$ cat src/rtl/truth_table_sweeper_pkg.sv
// sweep_pkg: shared constants and types for truth_table_sweeper.
//   VEC_W / N_VEC : width and count of input vectors driven to the function unit
//   TMR_W         : width of the settle down-counter
//   sweep_state_e : sequencer state encoding
//   settle_load() : reload value for the settle counter
package sweep_pkg;

    localparam int unsigned VEC_W = 5;
    localparam int unsigned N_VEC = 32;
    localparam int unsigned TMR_W = 4;

    typedef enum logic [1:0] {
        S_IDLE   = 2'd0,
        S_SETTLE = 2'd1,
        S_SAMPLE = 2'd2,
        S_DONE   = 2'd3
    } sweep_state_e;

    // Counter counts down to zero inclusive, so load one less than the hold time.
    function automatic logic [TMR_W-1:0] settle_load(input int unsigned cyc);
        return TMR_W'(cyc - 1);
    endfunction

endpackage

$ cat src/rtl/truth_table_sweeper_settle_timer.sv
// sweep_settle_timer: loadable 4-bit down-counter timing the settle phase.
//   clk, rst_n  : clock, asynchronous active-low reset
//   load_i      : load load_val_i into the counter
//   load_val_i  : reload value (hold cycles - 1)
//   en_i        : count enable (high while the sequencer is settling)
//   expire_o    : high in the enabled cycle where the count has reached zero
module sweep_settle_timer
    import sweep_pkg::*;
(
    input  logic             clk,
    input  logic             rst_n,
    input  logic             load_i,
    input  logic [TMR_W-1:0] load_val_i,
    input  logic             en_i,
    output logic             expire_o
);

    logic [TMR_W-1:0] cnt_q;
    logic [TMR_W-1:0] cnt_d;

    always_comb begin
        cnt_d = cnt_q;
        if (load_i) begin
            cnt_d = load_val_i;
        end else if (en_i && (cnt_q != '0)) begin
            cnt_d = cnt_q - TMR_W'(1);
        end
    end

    always_ff @(posedge clk or negedge rst_n) begin
        if (!rst_n) begin
            cnt_q <= '0;
        end else begin
            cnt_q <= cnt_d;
        end
    end

    assign expire_o = en_i && (cnt_q == '0);

endmodule

$ cat src/rtl/truth_table_sweeper.sv
// truth_table_sweeper: sweeps all 32 input vectors of a 5-input function unit,
// captures its truth table and compares it with an expected table.
// Optional feature macro: SWEEP_FAIL_IDX_EN (adds fail_idx / fail_vld).
//   clk, rst_n : clock, asynchronous active-low reset
//   start      : sweep request, honoured only in IDLE (latches exp_table)
//   abort      : synchronous return to IDLE, no done pulse
//   exp_table  : expected table, bit k = expected output for vector k
//   dut_in     : vector driven to the unit ({A,B,C,D,E}, A = MSB)
//   dut_out    : unit output
//   busy       : sweep in progress (SETTLE/SAMPLE/DONE)
//   done       : one-cycle completion pulse
//   pass       : signature matched the latched table; valid from done
//   signature  : captured table
//   fail_idx   : lowest mismatching vector (SWEEP_FAIL_IDX_EN)
//   fail_vld   : a mismatch was recorded (SWEEP_FAIL_IDX_EN)
module truth_table_sweeper
    import sweep_pkg::*;
#(
    parameter int unsigned SETTLE_CYC = 2
) (
    input  logic             clk,
    input  logic             rst_n,
    input  logic             start,
    input  logic             abort,
    input  logic [N_VEC-1:0] exp_table,
    output logic [VEC_W-1:0] dut_in,
    input  logic             dut_out,
    output logic             busy,
    output logic             done,
    output logic             pass,
`ifdef SWEEP_FAIL_IDX_EN
    output logic [N_VEC-1:0] signature,
    output logic [VEC_W-1:0] fail_idx,
    output logic             fail_vld
`else
    output logic [N_VEC-1:0] signature
`endif
);

    localparam logic [TMR_W-1:0] LOAD_VAL = settle_load(SETTLE_CYC);
    localparam logic [VEC_W-1:0] LAST_IDX = VEC_W'(N_VEC - 1);

    sweep_state_e     state_q, state_d;
    logic [VEC_W-1:0] idx_q, idx_d;
    logic [N_VEC-1:0] sig_q, sig_d;
    logic [N_VEC-1:0] exp_q, exp_d;
    logic             pass_q, pass_d;
`ifdef SWEEP_FAIL_IDX_EN
    logic [VEC_W-1:0] fidx_q, fidx_d;
    logic             fvld_q, fvld_d;
`endif

    logic tmr_load;
    logic tmr_expire;

    sweep_settle_timer u_timer (
        .clk        (clk),
        .rst_n      (rst_n),
        .load_i     (tmr_load),
        .load_val_i (LOAD_VAL),
        .en_i       (state_q == S_SETTLE),
        .expire_o   (tmr_expire)
    );

    always_comb begin
        state_d  = state_q;
        idx_d    = idx_q;
        sig_d    = sig_q;
        exp_d    = exp_q;
        pass_d   = pass_q;
        tmr_load = 1'b0;
`ifdef SWEEP_FAIL_IDX_EN
        fidx_d   = fidx_q;
        fvld_d   = fvld_q;
`endif
        if (abort) begin
            // Abort beats everything, including a start in IDLE; partial
            // signature is deliberately left in place.
            if (state_q != S_IDLE) begin
                state_d = S_IDLE;
                pass_d  = 1'b0;
            end
        end else begin
            case (state_q)
                S_IDLE: begin
                    if (start) begin
                        exp_d    = exp_table;
                        idx_d    = '0;
                        sig_d    = '0;
                        pass_d   = 1'b0;
                        tmr_load = 1'b1;
                        state_d  = S_SETTLE;
`ifdef SWEEP_FAIL_IDX_EN
                        fidx_d   = '0;
                        fvld_d   = 1'b0;
`endif
                    end
                end
                S_SETTLE: begin
                    if (tmr_expire) begin
                        state_d = S_SAMPLE;
                    end
                end
                S_SAMPLE: begin
                    sig_d[idx_q] = dut_out;
`ifdef SWEEP_FAIL_IDX_EN
                    if ((dut_out != exp_q[idx_q]) && !fvld_q) begin
                        fidx_d = idx_q;
                        fvld_d = 1'b1;
                    end
`endif
                    // Last-vector test precedes the increment, so idx never wraps.
                    if (idx_q == LAST_IDX) begin
                        state_d = S_DONE;
                    end else begin
                        idx_d    = idx_q + VEC_W'(1);
                        tmr_load = 1'b1;
                        state_d  = S_SETTLE;
                    end
                end
                S_DONE: begin
                    pass_d  = (sig_q == exp_q);
                    state_d = S_IDLE;
                end
                default: begin
                    state_d = S_IDLE;
                end
            endcase
        end
    end

    always_ff @(posedge clk or negedge rst_n) begin
        if (!rst_n) begin
            state_q <= S_IDLE;
            idx_q   <= '0;
            sig_q   <= '0;
            exp_q   <= '0;
            pass_q  <= 1'b0;
`ifdef SWEEP_FAIL_IDX_EN
            fidx_q  <= '0;
            fvld_q  <= 1'b0;
`endif
        end else begin
            state_q <= state_d;
            idx_q   <= idx_d;
            sig_q   <= sig_d;
            exp_q   <= exp_d;
            pass_q  <= pass_d;
`ifdef SWEEP_FAIL_IDX_EN
            fidx_q  <= fidx_d;
            fvld_q  <= fvld_d;
`endif
        end
    end

    // idx doubles as the vector register, so dut_in holds 31 after a sweep.
    assign dut_in    = idx_q;
    assign busy      = (state_q != S_IDLE);
    assign done      = (state_q == S_DONE) && !abort;
    // Expose the compare result during the done cycle itself; pass_q holds it after.
    assign pass      = done ? (sig_q == exp_q) : pass_q;
    assign signature = sig_q;
`ifdef SWEEP_FAIL_IDX_EN
    assign fail_idx  = fidx_q;
    assign fail_vld  = fvld_q;
`endif

endmodule
$ cat config.mk
export PLATFORM = sky130hd
export DESIGN_NAME = truth_table_sweeper
export DESIGN_NICKNAME = d
export VERILOG_FILES = /design/src/rtl/truth_table_sweeper_pkg.sv /design/src/rtl/truth_table_sweeper_settle_timer.sv /design/src/rtl/truth_table_sweeper.sv
export SDC_FILE = /design/constraint.sdc
export NUM_CORES = 1
export LEC_CHECK = 0
export CAP_MARGIN = 20
export CORE_MARGIN = 3
export CORE_UTILIZATION = 40
export CTS_BUF_LIST = sky130_fd_sc_hd__clkbuf_4 sky130_fd_sc_hd__clkbuf_8
export DETAILED_ROUTE_END_ITERATION = 6
export HOLD_SLACK_MARGIN = 0.06
export PLACE_DENSITY_LB_ADDON = 0.08
export SYNTH_ARGS = -nofsm -noshare
export SYNTH_HDL_FRONTEND = slang
export SYNTH_SLANG_ARGS = --single-unit
$ cat constraint.sdc
create_clock -name clk -period 5.5 [get_ports clk]
set_input_delay 1.1 -clock clk [delete_from_list [all_inputs] [get_ports clk]]
set_output_delay 1.1 -clock clk [all_outputs]
set_load 0.005 [all_outputs]
==> results.txt <==
Share of cells above drive strength 1 -> 0.0567
CP max FO -> 9
Final-report hold violation count -> 0
Worst setup path start -> abort
Drc violations -> 0
CP Data Required Time -> 4400 ps
Power Density -> 348 nW/µm²
Placement Setup Slack -> 1390 ps
Tot Pwr -> 1.69 mW
Mapped Area -> 3790 µm²
Achievable Freq -> 243 MHz
Period utilization -> 0.747
Final Setup Violations -> 0
First-pass GRT wire length -> 16100 µm
Placer congestion estimate -> 0.849
DR vias -> 3119
Synthesized instance count -> 423
First DRT Iteration DRCs -> 184
Crit path kind -> input port to output port
Tightest Pin Transition -> 1040 ps
CORE AREA -> 8980 µm²
Final WS setup -> 1390 ps
Worst-Skew Late Latency -> 340 ps
Clk slew on worst S/H paths -> 70 ps
Clock tree buffer depth -> 2
Min cycle time layout -> 4110 ps
CTS Hold Bufs -> 0
Crit path to -> pass
Hold Crit Class -> flop to flop
Nets@finish -> 533
Worst vdd ir -> 0.203 mV
Area Growth Syn to Fin -> 28.1%
Number of library cell types mapped by synthesis -> 38
Cts bufs inserted -> 9
Ant. Diodes -> 0
Fillcell total -> 853
Setup TNS -> 0 ps
Pin count of the biggest net entering global routing -> 77
Syn avg cell area -> 8.95 µm²
DIE HEIGHT -> 103 µm
FF-to-FF Start -> dut_in[0]$_DFFE_PN0P_
# resized after CTS -> 0
R2R cell count -> 7
Routed length per instance -> 16.0 µm
Startpoint types -> input port
Vias in the first global route -> 3031
DR pass1 iterations -> 4
Die Wd -> 103 µm
Total Routing Usage GR -> 0.199
Initial Util -> 0.422
Seq/Total Area, Yosys -> 0.502
RSZ-0062 raised after global routing -> false
Lkg Pwr -> 2.32 nW
Rows -> 34
DP HPWL -> 6760 µm
Max_slew headroom -> 0.306
Final-report max-slew violation count -> 0
Via density -> 5.03
Final WL -> 9920 µm
CTS tree -> done
Status -> finished clean
Post-DRT Antenna Nets -> 0
Worst r2r dst -> dut_in[2]$_DFFE_PN0P_
Clock Root Buffer -> clkbuf_8
CP arrival -> 3010 ps
CTS Sinks -> 76
Initial antenna violation count -> 0
Yosys reg bits -> 76
Htree depth -> 3
YS warnings -> 0
Syn nets -> 467
Grt total ovfl -> 0
Setup Buffers After CTS -> 0
Worst setup EP type -> output port
FF-to-FF setup slack -> 3020 ps
Clock Skew -> 6.95 ps
Max cap viols -> 0
Die area -> 10700 µm²
PortBufs -> 76
Top Ports -> 77
==> cells by family (layout without fill, tap and decap cells) <==
| family | after synthesis | in the layout | synth area share |
|---|---|---|---|
| AOI/OAI and AO/OA | 93 | 93 | 0.126 |
| xor gates and xnor gates | 36 | 36 | 0.0833 |
| adders and majority gates | 7 | 7 | 0.0231 |
| buffers and inverters | 31 | 102 | 0.0429 |
| DFF | 76 | 76 | 0.502 |
| muxes | 5 | 5 | 0.0135 |
| and+or+nand+nor | 175 | 175 | 0.209 |
==> worst min-delay path by stage <==
stage | from | endpoint | cells past startpoint
after floorplan | exp_q[0]$_DFFE_PN0P_ | exp_q[0]$_DFFE_PN0P_ | 2
after global placement | exp_q[12]$_DFFE_PN0P_ | exp_q[12]$_DFFE_PN0P_ | 2
after detailed placement | exp_q[20]$_DFFE_PN0P_ | exp_q[20]$_DFFE_PN0P_ | 2
after CTS | exp_q[20]$_DFFE_PN0P_ | exp_q[20]$_DFFE_PN0P_ | 2
after global routing | exp_q[20]$_DFFE_PN0P_ | exp_q[20]$_DFFE_PN0P_ | 2
final | exp_q[11]$_DFFE_PN0P_ | exp_q[11]$_DFFE_PN0P_ | 2
==> state kept, by name (all words and copies together), names as in the netlist <==
name,flops
exp_q,32
signature,32
dut_in,5
u_timer.cnt_q,4
state_q,2
pass_q,1
==> per-stage QoR <==
step / std cells / area (µm²) / utilization / hold slack (ps)
2_1_floorplan: 423 / 3790 / - / 463
3_3_place_gp: 604 / 4600 / 0.512 / 479
3_5_place_dp: 604 / 4600 / 0.512 / 482
4_1_cts: 620 / 4850 / 0.540 / 500
5_1_grt: 620 / 4850 / 0.540 / 520
6_report: 620 / 4850 / 0.540 / 497
==> synthesized netlist by cell type, drive strengths merged <==
cell type  count  area share
nand3b         1      0.0020
nand3          4      0.0053
or2            3      0.0050
a21oi         29       0.038
buf           12       0.023
or3b           1      0.0023
and3           2      0.0033
a22o           2      0.0046
nand4          3      0.0050
nor2b          4      0.0066
clkbuf        13       0.014
nor2          11       0.011
xnor2          4      0.0092
o21ai         60       0.079
dfrtp         76        0.50
mux2           1      0.0030
inv            6      0.0059
nand2b         5      0.0083
nor3b          2      0.0053
ha             7       0.023
and2           3      0.0050
nor4b          1      0.0040
nor4           6      0.0099
nand2        121        0.12
nor3           5       0.011
or4            1      0.0020
or3            2      0.0033
xor2          32       0.074
a211oi         2      0.0040
mux2i          4       0.011
==> layout by cell type, fill, tap and decap left out, types with 5 or more instances in the layout <==
| cell type | count |
|---|---|
| clkbuf_8 | 11 |
| nor4_1 | 6 |
| a21oi_1 | 29 |
| inv_1 | 6 |
| nor2_1 | 11 |
| o21ai_0 | 54 |
| o21ai_1 | 6 |
| nand2_1 | 121 |
| nand2b_1 | 5 |
| xor2_1 | 32 |
| ha_1 | 7 |
| clkdlybuf4s50_1 | 75 |
| dfrtp_1 | 76 |
==> final cells by class <==
class | instances | area, µm² | share of cell area
multi-input combinational | 316 | 1730 | 0.356
timing repair buffer | 80 | 786 | 0.162
clock buffer | 12 | 159 | 0.0328
sequential | 76 | 1900 | 0.392
clock inverter | 4 | 95.1 | 0.0196
inverter | 6 | 22.5 | 0.00464
tap | 126 | 158 | 0.0325
==> per-layer routing <==
metal	up-vias	wire, µm	global-route usage
met5	-	0	0
met4	0	106	0.0578
met3	10	490	0.0423
met2	73	4500	0.302
met1	1493	4820	0.287
li1	1543	-	-
==> power breakdown <==
group,switching (mW),internal [mW],total (mW)
Combinational,0.224,0.172,0.396
Clock,0.202,0.331,0.533
Sequential,0.0877,0.671,0.759
==> worst max-delay path: stages <==
cell             delay [ps]
clkdlybuf4s50_1         570
nor2_1                  230
nand4_1                  80
or4_1                   440
nand2_1                  90
clkdlybuf4s50_1         500
No activity file was read; power rests on OpenSTA's default activity.
